$ cat config.mk
export PLATFORM = sky130hd
export DESIGN_NAME = axil_pwm_regs
export DESIGN_NICKNAME = d
export VERILOG_FILES = /design/src/rtl/axil_pwm_pkg.sv /design/src/rtl/axil_pwm_ch_reg.sv /design/src/rtl/axil_pwm_regs.sv
export SDC_FILE = /design/constraint.sdc
export NUM_CORES = 1
export LEC_CHECK = 0
export ABC_AREA = 0
export BUFFER_PORTS_ARGS = -buffer_cell sky130_fd_sc_hd__buf_2
export CAP_MARGIN = 15
export CORE_ASPECT_RATIO = 0.5
export CORE_MARGIN = 10
export CORE_UTILIZATION = 30
export CTS_CLUSTER_DIAMETER = 200
export DETAILED_ROUTE_END_ITERATION = 10
export SYNTH_ARGS = -nofsm -noshare
export SYNTH_HDL_FRONTEND = slang
export SYNTH_HIERARCHICAL = 1
export SYNTH_SLANG_ARGS = --single-unit
$ cat constraint.sdc
create_clock -name s_axi_aclk -period 4 [get_ports s_axi_aclk]
set_input_delay 0.8 -clock s_axi_aclk [delete_from_list [all_inputs] [get_ports s_axi_aclk]]
set_output_delay 0.8 -clock s_axi_aclk [all_outputs]
set_load 0.01 [all_outputs]
$ cat src/rtl/axil_pwm_pkg.sv
// axil_pwm_pkg: shared offsets, response codes, FSM states and
// helpers for the AXI4-Lite PWM register block.
package axil_pwm_pkg;

    localparam logic [7:0] OFF_VER     = 8'h00;
    localparam logic [7:0] OFF_DATE    = 8'h04;
    localparam logic [7:0] OFF_SCRATCH = 8'h08;
    localparam logic [7:0] OFF_CTRL    = 8'h0C;
    localparam logic [7:0] OFF_CAPS    = 8'h10;
    localparam logic [7:0] CH_BASE     = 8'h20;
    localparam logic [7:0] CH_STRIDE   = 8'h08;

    localparam logic [1:0] RESP_OKAY   = 2'b00;
    localparam logic [1:0] RESP_SLVERR = 2'b10;

    typedef enum logic [1:0] {
        W_IDLE,
        W_GOTA,
        W_GOTD,
        W_RESP
    } wr_st_t;

    typedef enum logic {
        R_IDLE,
        R_DATA
    } rd_st_t;

    typedef enum logic [2:0] {
        K_NONE,
        K_VER,
        K_DATE,
        K_SCRATCH,
        K_CTRL,
        K_CAPS,
        K_DIV,
        K_DUTY
    } kind_t;

    function automatic logic [31:0] apply_wstrb(
        input logic [31:0] old,
        input logic [31:0] data,
        input logic [3:0]  strb
    );
        logic [31:0] r;
        r = old;
        for (int k = 0; k < 4; k++) begin
            if (strb[k]) r[8*k +: 8] = data[8*k +: 8];
        end
        return r;
    endfunction

    // Channel index of a word address inside the channel window
    function automatic logic [4:0] ch_of(input logic [5:0] w);
        return 5'(({w, 2'b00} - CH_BASE) / CH_STRIDE);
    endfunction

    // Classify a word address; hi_zero says all bits above [7:0] are 0
    function automatic kind_t decode(
        input logic [5:0] w,
        input logic       hi_zero,
        input int         n_ch
    );
        logic [7:0] off;
        kind_t      k;
        off = {w, 2'b00};
        k   = K_NONE;
        if (!hi_zero)                k = K_NONE;
        else if (off == OFF_VER)     k = K_VER;
        else if (off == OFF_DATE)    k = K_DATE;
        else if (off == OFF_SCRATCH) k = K_SCRATCH;
        else if (off == OFF_CTRL)    k = K_CTRL;
        else if (off == OFF_CAPS)    k = K_CAPS;
        else if (off >= CH_BASE && int'(ch_of(w)) < n_ch)
            k = w[0] ? K_DUTY : K_DIV;
        return k;
    endfunction

endpackage

$ cat src/rtl/axil_pwm_ch_reg.sv
// axil_pwm_ch_reg: DIV/DUTY storage for one PWM channel; with
// AXIL_PWM_SHADOW_EN the outputs reload only on update_i.
module axil_pwm_ch_reg
    import axil_pwm_pkg::*;
#(
    parameter int PWM_W = 8
) (
    input  logic             clk_i,
    input  logic             rst_ni,
    input  logic             div_we_i,
    input  logic             duty_we_i,
    input  logic [31:0]      wdata_i,
    input  logic [3:0]       wstrb_i,
    input  logic             update_i,
    output logic [PWM_W-1:0] div_rd_o,
    output logic [PWM_W-1:0] duty_rd_o,
    output logic [PWM_W-1:0] pwm_div_o,
    output logic [PWM_W-1:0] pwm_duty_o
);

    logic [PWM_W-1:0] div_q, div_d;
    logic [PWM_W-1:0] duty_q, duty_d;

    // Byte-lane merge of a committed write; narrow fields keep low bits
    always_comb begin
        div_d  = div_q;
        duty_d = duty_q;
        if (div_we_i)
            div_d = PWM_W'(apply_wstrb(32'(div_q), wdata_i, wstrb_i));
        if (duty_we_i)
            duty_d = PWM_W'(apply_wstrb(32'(duty_q), wdata_i, wstrb_i));
    end

    // Software-visible field registers
    always_ff @(posedge clk_i or negedge rst_ni) begin
        if (!rst_ni) begin
            div_q  <= '0;
            duty_q <= '0;
        end else begin
            div_q  <= div_d;
            duty_q <= duty_d;
        end
    end

    assign div_rd_o  = div_q;
    assign duty_rd_o = duty_q;

`ifdef AXIL_PWM_SHADOW_EN
    logic [PWM_W-1:0] div_act_q, duty_act_q;

    // Active copies follow the visible ones only at a period boundary
    always_ff @(posedge clk_i or negedge rst_ni) begin
        if (!rst_ni) begin
            div_act_q  <= '0;
            duty_act_q <= '0;
        end else if (update_i) begin
            div_act_q  <= div_q;
            duty_act_q <= duty_q;
        end
    end

    assign pwm_div_o  = div_act_q;
    assign pwm_duty_o = duty_act_q;
`else
    logic unused_update;
    assign unused_update = update_i;
    assign pwm_div_o  = div_q;
    assign pwm_duty_o = duty_q;
`endif

endmodule

$ cat src/rtl/axil_pwm_regs.sv
// axil_pwm_regs: AXI4-Lite register file driving N_CH PWM channels.
// Define AXIL_PWM_SHADOW_EN to reload outputs only on pwm_update.
module axil_pwm_regs
    import axil_pwm_pkg::*;
#(
    parameter int          N_CH     = 4,
    parameter int          PWM_W    = 8,
    parameter int          C_DATA_W = 32,
    parameter int          C_ADDR_W = 32,
    parameter logic [31:0] VERSION  = 32'h0000_0002,
    parameter logic [31:0] DATE     = 32'h2110_0922
) (
    input  logic                  s_axi_aclk,
    input  logic                  s_axi_aresetn,
    input  logic [C_ADDR_W-1:0]   s_axi_awaddr,
    input  logic                  s_axi_awvalid,
    output logic                  s_axi_awready,
    input  logic [C_DATA_W-1:0]   s_axi_wdata,
    input  logic [C_DATA_W/8-1:0] s_axi_wstrb,
    input  logic                  s_axi_wvalid,
    output logic                  s_axi_wready,
    output logic [1:0]            s_axi_bresp,
    output logic                  s_axi_bvalid,
    input  logic                  s_axi_bready,
    input  logic [C_ADDR_W-1:0]   s_axi_araddr,
    input  logic                  s_axi_arvalid,
    output logic                  s_axi_arready,
    output logic [C_DATA_W-1:0]   s_axi_rdata,
    output logic [1:0]            s_axi_rresp,
    output logic                  s_axi_rvalid,
    input  logic                  s_axi_rready,
    input  logic                  pwm_update,
    output logic [N_CH-1:0]       pwm_en,
    output logic [N_CH*PWM_W-1:0] pwm_div,
    output logic [N_CH*PWM_W-1:0] pwm_duty
);

    if (C_DATA_W != 32 || N_CH < 1 || N_CH > 16 ||
        PWM_W < 1 || PWM_W > 32 || C_ADDR_W < 8) begin : g_bad_cfg
        $error("axil_pwm_regs: unsupported parameter set");
    end

    wr_st_t              wr_st_q;
    logic                awready_q, wready_q, bvalid_q;
    logic [1:0]          bresp_q;
    logic [C_ADDR_W-1:0] awaddr_q;
    logic [31:0]         wdata_q;
    logic [3:0]          wstrb_q;
    logic [31:0]         scratch_q;
    logic [N_CH-1:0]     ctrl_q;

    logic                aw_hs, w_hs, wr_commit, wr_ok;
    logic [C_ADDR_W-1:0] w_addr;
    logic [31:0]         w_data;
    logic [3:0]          w_strb;
    kind_t               w_kind;
    logic [4:0]          w_ch;
    logic [1:0]          w_resp;

    assign aw_hs  = s_axi_awvalid & awready_q;
    assign w_hs   = s_axi_wvalid & wready_q;
    assign w_addr = (wr_st_q == W_GOTA) ? awaddr_q : s_axi_awaddr;
    assign w_data = (wr_st_q == W_GOTD) ? wdata_q : s_axi_wdata;
    assign w_strb = (wr_st_q == W_GOTD) ? wstrb_q : s_axi_wstrb;
    assign w_kind = decode(w_addr[7:2], (w_addr >> 8) == '0, N_CH);
    assign w_ch   = ch_of(w_addr[7:2]);
    assign w_resp = (w_kind inside {K_SCRATCH, K_CTRL, K_DIV, K_DUTY})
                  ? RESP_OKAY : RESP_SLVERR;

    assign wr_commit = ((wr_st_q == W_IDLE) & aw_hs & w_hs)
                     | ((wr_st_q == W_GOTA) & w_hs)
                     | ((wr_st_q == W_GOTD) & aw_hs);
    assign wr_ok     = wr_commit & (w_resp == RESP_OKAY);

    // Write channel FSM: AW and W accepted independently, one response
    always_ff @(posedge s_axi_aclk or negedge s_axi_aresetn) begin
        if (!s_axi_aresetn) begin
            wr_st_q   <= W_IDLE;
            awready_q <= 1'b1;
            wready_q  <= 1'b1;
            bvalid_q  <= 1'b0;
            bresp_q   <= RESP_OKAY;
            awaddr_q  <= '0;
            wdata_q   <= '0;
            wstrb_q   <= '0;
        end else begin
            unique case (wr_st_q)
                W_IDLE, W_GOTA, W_GOTD: begin
                    if (wr_commit) begin
                        awready_q <= 1'b0;
                        wready_q  <= 1'b0;
                        bvalid_q  <= 1'b1;
                        bresp_q   <= w_resp;
                        wr_st_q   <= W_RESP;
                    end else if (wr_st_q == W_IDLE && aw_hs) begin
                        awaddr_q  <= s_axi_awaddr;
                        awready_q <= 1'b0;
                        wr_st_q   <= W_GOTA;
                    end else if (wr_st_q == W_IDLE && w_hs) begin
                        wdata_q  <= s_axi_wdata;
                        wstrb_q  <= s_axi_wstrb;
                        wready_q <= 1'b0;
                        wr_st_q  <= W_GOTD;
                    end
                end
                W_RESP: begin
                    if (s_axi_bready) begin
                        bvalid_q  <= 1'b0;
                        awready_q <= 1'b1;
                        wready_q  <= 1'b1;
                        wr_st_q   <= W_IDLE;
                    end
                end
                default: wr_st_q <= W_IDLE;
            endcase
        end
    end

    // SCRATCH and CTRL update on the edge that enters W_RESP
    always_ff @(posedge s_axi_aclk or negedge s_axi_aresetn) begin
        if (!s_axi_aresetn) begin
            scratch_q <= '0;
            ctrl_q    <= '0;
        end else begin
            if (wr_ok && w_kind == K_SCRATCH)
                scratch_q <= apply_wstrb(scratch_q, w_data, w_strb);
            if (wr_ok && w_kind == K_CTRL)
                ctrl_q <= N_CH'(apply_wstrb(32'(ctrl_q), w_data, w_strb));
        end
    end

    logic [N_CH-1:0][PWM_W-1:0] div_rd, duty_rd;

    for (genvar i = 0; i < N_CH; i++) begin : g_ch
        axil_pwm_ch_reg #(.PWM_W(PWM_W)) u_ch (
            .clk_i      (s_axi_aclk),
            .rst_ni     (s_axi_aresetn),
            .div_we_i   (wr_ok && w_kind == K_DIV && w_ch == 5'(i)),
            .duty_we_i  (wr_ok && w_kind == K_DUTY && w_ch == 5'(i)),
            .wdata_i    (w_data),
            .wstrb_i    (w_strb),
            .update_i   (pwm_update),
            .div_rd_o   (div_rd[i]),
            .duty_rd_o  (duty_rd[i]),
            .pwm_div_o  (pwm_div[i*PWM_W +: PWM_W]),
            .pwm_duty_o (pwm_duty[i*PWM_W +: PWM_W])
        );
    end

`ifdef AXIL_PWM_SHADOW_EN
    logic [N_CH-1:0] en_act_q;

    // Enable mask takes the CTRL value only at a period boundary
    always_ff @(posedge s_axi_aclk or negedge s_axi_aresetn) begin
        if (!s_axi_aresetn)  en_act_q <= '0;
        else if (pwm_update) en_act_q <= ctrl_q;
    end

    assign pwm_en = en_act_q;
`else
    assign pwm_en = ctrl_q;
`endif

    rd_st_t      rd_st_q;
    logic        arready_q, rvalid_q;
    logic [1:0]  rresp_q;
    logic [31:0] rdata_q, r_data;
    kind_t       r_kind;
    logic [4:0]  r_ch;

    assign r_kind = decode(s_axi_araddr[7:2], (s_axi_araddr >> 8) == '0, N_CH);
    assign r_ch   = ch_of(s_axi_araddr[7:2]);

    // Read mux over current values, so a same-edge write is not seen
    always_comb begin
        r_data = '0;
        unique case (r_kind)
            K_VER:     r_data = VERSION;
            K_DATE:    r_data = DATE;
            K_SCRATCH: r_data = scratch_q;
            K_CTRL:    r_data = 32'(ctrl_q);
            K_CAPS:    r_data = {16'h0, 8'(PWM_W), 8'(N_CH)};
            K_DIV:
                for (int i = 0; i < N_CH; i++)
                    if (r_ch == 5'(i)) r_data = 32'(div_rd[i]);
            K_DUTY:
                for (int i = 0; i < N_CH; i++)
                    if (r_ch == 5'(i)) r_data = 32'(duty_rd[i]);
            default:   r_data = '0;
        endcase
    end

    // Read channel FSM: data and response registered with the AR handshake
    always_ff @(posedge s_axi_aclk or negedge s_axi_aresetn) begin
        if (!s_axi_aresetn) begin
            rd_st_q   <= R_IDLE;
            arready_q <= 1'b1;
            rvalid_q  <= 1'b0;
            rdata_q   <= '0;
            rresp_q   <= RESP_OKAY;
        end else begin
            unique case (rd_st_q)
                R_IDLE: begin
                    if (s_axi_arvalid && arready_q) begin
                        rdata_q   <= r_data;
                        rresp_q   <= (r_kind == K_NONE) ? RESP_SLVERR : RESP_OKAY;
                        arready_q <= 1'b0;
                        rvalid_q  <= 1'b1;
                        rd_st_q   <= R_DATA;
                    end
                end
                R_DATA: begin
                    if (s_axi_rready) begin
                        rvalid_q  <= 1'b0;
                        arready_q <= 1'b1;
                        rd_st_q   <= R_IDLE;
                    end
                end
                default: rd_st_q <= R_IDLE;
            endcase
        end
    end

    logic unused_lsb;
    assign unused_lsb = ^{s_axi_araddr[1:0], w_addr[1:0]};

    assign s_axi_awready = awready_q;
    assign s_axi_wready  = wready_q;
    assign s_axi_bvalid  = bvalid_q;
    assign s_axi_bresp   = bresp_q;
    assign s_axi_arready = arready_q;
    assign s_axi_rvalid  = rvalid_q;
    assign s_axi_rdata   = rdata_q;
    assign s_axi_rresp   = rresp_q;

endmodule
After elaboration in Yosys (flattened, before gate mapping)

Cells that the tools add are included.

Output and inout port bits: 109
Register bits after elaboration: 212
Bits of input ports: 108
Logic and storage cells: 185

Magnitude comparators: 4
Add/sub/neg operators: 2
Bitwise logic cells: 12
Equal/unequal tests: 36
Reduce and logical (&&, ||, !) cells: 50
Multiplexer cells: 55

Operators with widths:

| kind                | count |
|---|---|
| $mux 32             | 8 |
| $pmux 32 s7         | 1 |
| $logic_not 32->1    | 2 |
| $mux 3              | 14 |
| $reduce_and 2->1    | 19 |
| $eq 6x2->1 const B  | 4 |
| $eq 3x3->1 const B  | 7 |
| $eq 5x2->1 const B  | 4 |
| $logic_and 1x1->1   | 17 |
| $ge 8x6->1 const B  | 2 |
| $mux 1              | 16 |
| $mux 8              | 2 |
| $sub 8x6->8 const B | 2 |
| $eq 6x1->1 const B  | 2 |
| $eq 6x3->1 const B  | 2 |
| $logic_not 6->1     | 2 |
| $mux 2              | 6 |
| $pmux 1 s2          | 6 |
| $eq 5x1->1 const B  | 2 |
| $logic_not 5->1     | 2 |
| $lt 5x3->1 const B  | 2 |
| $eq 3x2->1 const B  | 3 |
| $ne 3x3->1 const B  | 3 |
| $ne 2x2->1 const B  | 4 |
| 15 further kinds    | 27 |

Logic depth before layout (Yosys ltp)

Word-level depth: 20
Depth in mapped cells: 12
Gate-level depth less buffers: 11

By module

The synthesis kept the hierarchy.

Modules (own cells, without submodules):

| module          | seq. area each (um^2) | cells an instance | area an instance (um^2) | instances |
|---|---|---|---|---|
| axil_pwm_regs   | 3607.2                | 581               | 7517.2                  | 1 |
| axil_pwm_ch_reg | 400.4                 | 50                | 713.2                   | 4 |

Least setup slack after synthesis

No wires, ideal clock.

Path type: input -> register
Start: in s_axi_awaddr[6]
End: reg g_ch[3].u_ch.duty_q[0]
Buffers on the path: 0
Path slack: 881 ps
Required time: 3875 ps
Setup time: 125 ps
Cell stages on the path: 10
Data arrival time: 2994 ps
Cells stage by stage: mux2i_1 -> ha_1 -> nor2b_1 -> o21ai_0 -> nand4_1 -> o22ai_1 -> nand3_1 -> nor4_1 -> nand2_2 -> mux2_2

Longest elaborated chain between the ends: 19
Elaborated cells on any way between the ends: 29
Those cells by class: 1 x add/sub; 2 x order compare; 9 x eq/ne; 9 x mux; 1 x bitwise; 7 x reduce/logical

RTL lines:

| what                               | RTL line              | RTL |
|---|---|---|
| from (decl)                        | axil_pwm_regs.sv:15   | `input logic [C_ADDR_W-1:0] s_axi_awaddr,` |
| $mux 32 (*)                        | axil_pwm_regs.sv:62   | `assign w_addr = (wr_st_q == W_GOTA) ? awaddr_q : s_axi_awaddr;` |
| $sub 8x6->8                        | axil_pwm_pkg.sv:54    | `return 5'(({w, 2'b00} - CH_BASE) / CH_STRIDE);` |
| $lt 5x3->1                         | axil_pwm_pkg.sv:73    | `else if (off >= CH_BASE && int'(ch_of(w)) < n_ch)` |
| $logic_and 1x1->1                  | axil_pwm_pkg.sv:73    |  |
| $mux 3                             | axil_pwm_pkg.sv:73    |  |
| $mux 3                             | axil_pwm_pkg.sv:72    | `else if (off == OFF_CAPS) k = K_CAPS;` |
| $mux 3                             | axil_pwm_pkg.sv:71    | `else if (off == OFF_CTRL) k = K_CTRL;` |
| $mux 3                             | axil_pwm_pkg.sv:70    | `else if (off == OFF_SCRATCH) k = K_SCRATCH;` |
| (+3 left out)                      | -                     |  |
| $eq 3x2->1 (tied with other cells) | axil_pwm_regs.sv:67   | `assign w_resp = (w_kind inside {K_SCRATCH, K_CTRL, K_DIV, K_DUTY})` |
| $reduce_bool 4->1                  | axil_pwm_regs.sv:67   |  |
| $mux 2                             | axil_pwm_regs.sv:68   | `? RESP_OKAY : RESP_SLVERR;` |
| $logic_not 2->1                    | axil_pwm_regs.sv:73   | `assign wr_ok = wr_commit & (w_resp == RESP_OKAY);` |
| $and 1x1->1                        | axil_pwm_regs.sv:73   |  |
| $logic_and 1x1->1                  | axil_pwm_regs.sv:139  | `.duty_we_i (wr_ok && w_kind == K_DUTY && w_ch == 5'(i)),` |
| $logic_and 1x1->1 (*)              | axil_pwm_regs.sv:139  |  |
| $reduce_and 2->1 (no line) (*)     | -                     |  |
| to (signal assigned)               | axil_pwm_ch_reg.sv:41 | `duty_q <= duty_d;` |
| to (decl)                          | axil_pwm_ch_reg.sv:22 | `logic [PWM_W-1:0] duty_q, duty_d;` |

Every way passes the cells marked *; elsewhere a longest branch is shown, timed or not.
A chain may end at the register's enable or synchronous reset.

Final worst setup path

Start: reg wr_st_q[1]
End: reg g_ch[2].u_ch.div_q[2]

Longest elaborated chain between the ends: 20
Elaborated cells on any way between the ends: 42
Those cells by class: 1 x add/sub; 2 x order compare; 11 x eq/ne; 12 x mux; 7 x bitwise; 9 x reduce/logical

RTL lines:

| what                               | RTL line                                 | RTL |
|---|---|---|
| from (decl)                        | axil_pwm_regs.sv:43                      | `wr_st_t wr_st_q;` |
| from (signal assigned)             | axil_pwm_regs.sv:78                      | `wr_st_q <= W_IDLE;` |
| from (signal assigned)             | axil_pwm_regs.sv:94                      | `wr_st_q <= W_RESP;` |
| from (signal assigned)             | axil_pwm_regs.sv:98                      | `wr_st_q <= W_GOTA;` |
| $eq 2x1->1                         | axil_pwm_regs.sv:62, axil_pwm_regs.sv:71 |  |
| $mux 32                            | axil_pwm_regs.sv:62                      |  |
| $sub 8x6->8                        | axil_pwm_pkg.sv:54                       |  |
| $lt 5x3->1                         | axil_pwm_pkg.sv:73                       |  |
| $logic_and 1x1->1                  | axil_pwm_pkg.sv:73                       |  |
| $mux 3                             | axil_pwm_pkg.sv:73                       |  |
| $mux 3                             | axil_pwm_pkg.sv:72                       |  |
| $mux 3                             | axil_pwm_pkg.sv:71                       |  |
| (+3 left out)                      | -                                        |  |
| $mux 3                             | axil_pwm_pkg.sv:67                       | `if (!hi_zero) k = K_NONE;` |
| $eq 3x2->1 (tied with other cells) | axil_pwm_regs.sv:67                      |  |
| $reduce_bool 4->1                  | axil_pwm_regs.sv:67                      |  |
| $mux 2                             | axil_pwm_regs.sv:68                      |  |
| $logic_not 2->1                    | axil_pwm_regs.sv:73                      |  |
| $and 1x1->1                        | axil_pwm_regs.sv:73                      |  |
| $logic_and 1x1->1 (2 in series)    | axil_pwm_regs.sv:138                     | `.div_we_i (wr_ok && w_kind == K_DIV && w_ch == 5'(i)),` |
| $reduce_and 2->1 (no line)         | -                                        |  |
| to (signal assigned)               | axil_pwm_ch_reg.sv:40                    | `div_q <= div_d;` |
| to (decl)                          | axil_pwm_ch_reg.sv:21                    | `logic [PWM_W-1:0] div_q, div_d;` |

Parallel ways exist; a longest one is shown, timed or not.

==> impl_metrics.yaml <==
floorplan:
  die_w_um: 282.9
  core-area_sq_um: 34290
  dieArea_sq_um: 42850
  pin_count: 217
  start_util: 0.3024
  fp-row-count: 48
  die-height_um: 151.5
sta:
  setup_viol: 0
  slew-limit-headroom: 0.4591
  grt_setup_unrepaired: "no"
  finalMaxSlewViolations: 0
  skew_ns: 0.02540
  hold_violations: 0
  period_needed_ns: 3.585
  timing_worst_slew_pin_value_ns: 0.8114
  min_period_over_period: 0.8962
  hold_slack_ns: 0.3828
  finalSetupTns_ns: 0
  fmax_mhz: 279.0
synthesis:
  yosysWarnings: 6
  synth.distinct_cells: 63
  netlist_area_sq_um: 10370
  synth.area.top_cells: "dfrtp_1, mux2_2, buf_4"
  postSynthCellCount: 781
  synth_commonest_cells: "dfrtp_1, mux2_2, buf_4"
  ys_seq_elements: 208
  synth_top_cell_area_share: 0.4947
  synth_edf_count: 0
  ys_async_sr_fraction: 1.000
  synth_ff_type: "dfrtp_1"
  syn_area_per_cell_sq_um: 13.28
  yosysSeqAreaShare: 0.5023
  yosysTopAreaCell: "dfrtp_1"
  yosysMostFrequentCell: "dfrtp_1"
grt:
  antenna_found_initial: 3
  grt_pass1_wl_um: 42840
  grt_overflow: 0
  grt_pass1_vias: 7186
  grt_use_total: 0.1263
  grt_start_max_net_pins: 98
cts:
  post_cts_resized: 0
  cts_max_level: 1
  clk_pin_slew_ns: 0.06
  cts_tree: "done"
  postCtsHoldBufs: 0
  cts_setup_buffers: 0
  cts_buffers: 22
  cts-root-buf: "clkbuf_16"
  clock-sinks: 208
  clock_latency_ns: 0.52
  clock_path_buffers: 3
status:
  outcome: "finished clean"
power_and_ir_drop:
  p_leak_nw: 5.972
  powerDensity_nw_per_um2: 518.4
  power_mw: 6.346
  ir_drop_mv: 0.2564
worst_setup_path:
  critPathMaxFanout: 12
  crit_arrival_ns: 3.99
  crit_required_ns: 4.40
  startpoint_type: "flop"
  path_class: "flop to flop"
  worst-r2r-setup-slack_ns: 0.42
  endpoint_kind: "flop"
flow_run:
  maxCapViolations: 0
layout:
  instances_no_fill: 1421
  fin_nets: 1039
  area.growth.synth_to_final_pct: 18.05
  drive_gt1_frac: 0.5281
  fin_area_sq_um: 12240
route:
  drtAntennaViolNets: 0
  viasPerCell: 4.790
  route.vias.total: 6807
  wire_per_inst_um: 20.04
  first_iter_violations: 352
  wirelength_um: 28470
  dr.pass1.iters: 5
  post-route-drc-count: 0
placed_design:
  place_inst: 1378
  placed_area_sq_um: 11470
  place_hpwl_um: 21030
  gp_congestion: 0.8288
  io_buffers: 209
hold_path:
  hp-class: "primary input to asynchronous set/reset pin"
## power by group
group | internal (mW) | total [mW] | switching, mW
clock network | 1.27 | 2.13 | 0.854
registers | 2.48 | 2.71 | 0.229
logic | 0.743 | 1.51 | 0.766
## path summary, 6_finish.rpt
path,startpoint,endpoint,cells after the start
max,wr_st_q[1],g_ch[2].u_ch/div_rd_o[2],11
min,s_axi_aresetn,s_axi_rdata[30],1
max reg2reg,wr_st_q[1],g_ch[2].u_ch/div_rd_o[2],11
min reg2reg,s_axi_bvalid,s_axi_bvalid,1
max in group asynchronous,s_axi_aresetn,s_axi_awready,2
min in group s_axi_aclk,s_axi_bvalid,s_axi_bvalid,1
## registers in the layout (all words and copies together), names as in the netlist, 2 cells and up
signal	flops
wstrb_q	4
awaddr_q	30
pwm_en	4
s_axi_rdata	32
scratch_q	32
g_ch.u_ch/duty_rd_o	32
wdata_q	32
wr_st_q	2
g_ch.u_ch/div_rd_o	32
## per-layer routing
layer	track usage	wire (um)	part of all wire
met5	0	0	0
met4	0.04789	949	0.033
met3	0.02040	934	0.033
met2	0.2458	15790	0.55
met1	0.1376	10790	0.38
## layout make-up
type,instances,area [sq um]
fillers,3310,22050
flip-flops and latches,208,5209
multi-input cells,466,4467
repair buffers,222,1177
clock buffers,33,661.9
well taps,475,594.3
clock inverters,7,98.84
inverters,7,26.28
diodes,3,7.507
## kinds of logic after synthesis
kind of cell,share of synthesized area
other,0.0003616
AOI/OAI and AO/OA,0.06226
muxes,0.2797
xor gates and xnor gates,0.002534
adders and majority gates,0.004826
and+or+nand+nor,0.07867
buffers and inverters,0.06938
DFF,0.5023
## placed cells by master (no fill, tap or decap), types with 3 or more instances in the layout
cell,n
nand4_1,5
buf_4,11
dfrtp_1,205
a22o_1,24
nor2_1,13
dfstp_2,3
nand3_1,14
diode_2,3
mux4_2,16
buf_2,208
nand2_2,8
a31oi_1,3
nand2_1,21
mux2i_1,12
clkbuf_8,8
mux2_2,171
clkbuf_1,4
nand3b_1,5
mux2_4,32
a22oi_1,3
and4_1,3
nor3b_1,3
clkinv_2,3
clkbuf_16,22
or3_1,3
o21ai_0,27
nor2b_1,12
inv_1,7
nand2b_1,3
o22ai_1,4
a21oi_1,14
nor4_1,22
nor3_1,4
or3b_1,4
ha_1,4
## worst max-delay path, cell delays in order (launching register included)
cell and delay [ns]:
dfrtp_1 0.59, nand2b_2 0.23, mux2i_1 0.36, ha_1 0.26
nor2b_1 0.05, o21ai_0 0.31, and4_1 0.29, o211ai_4 0.16
or3b_2 0.51, nor2_1 0.13, nand2_2 0.23, mux2_2 0.35
## per-stage QoR
| step | worst slack, ns | utilization |
|---|---|---|
| 6_report | 0.4152 | 0.3570 |
| 3_3_place_gp | 0.4647 | 0.3346 |
| 5_1_grt | 0.2097 | 0.3570 |
| 2_1_floorplan | 0.8813 | - |
| 3_5_place_dp | 0.3703 | 0.3346 |
| 4_1_cts | 0.4443 | 0.3568 |
No activity file was read; power rests on OpenSTA's default activity.
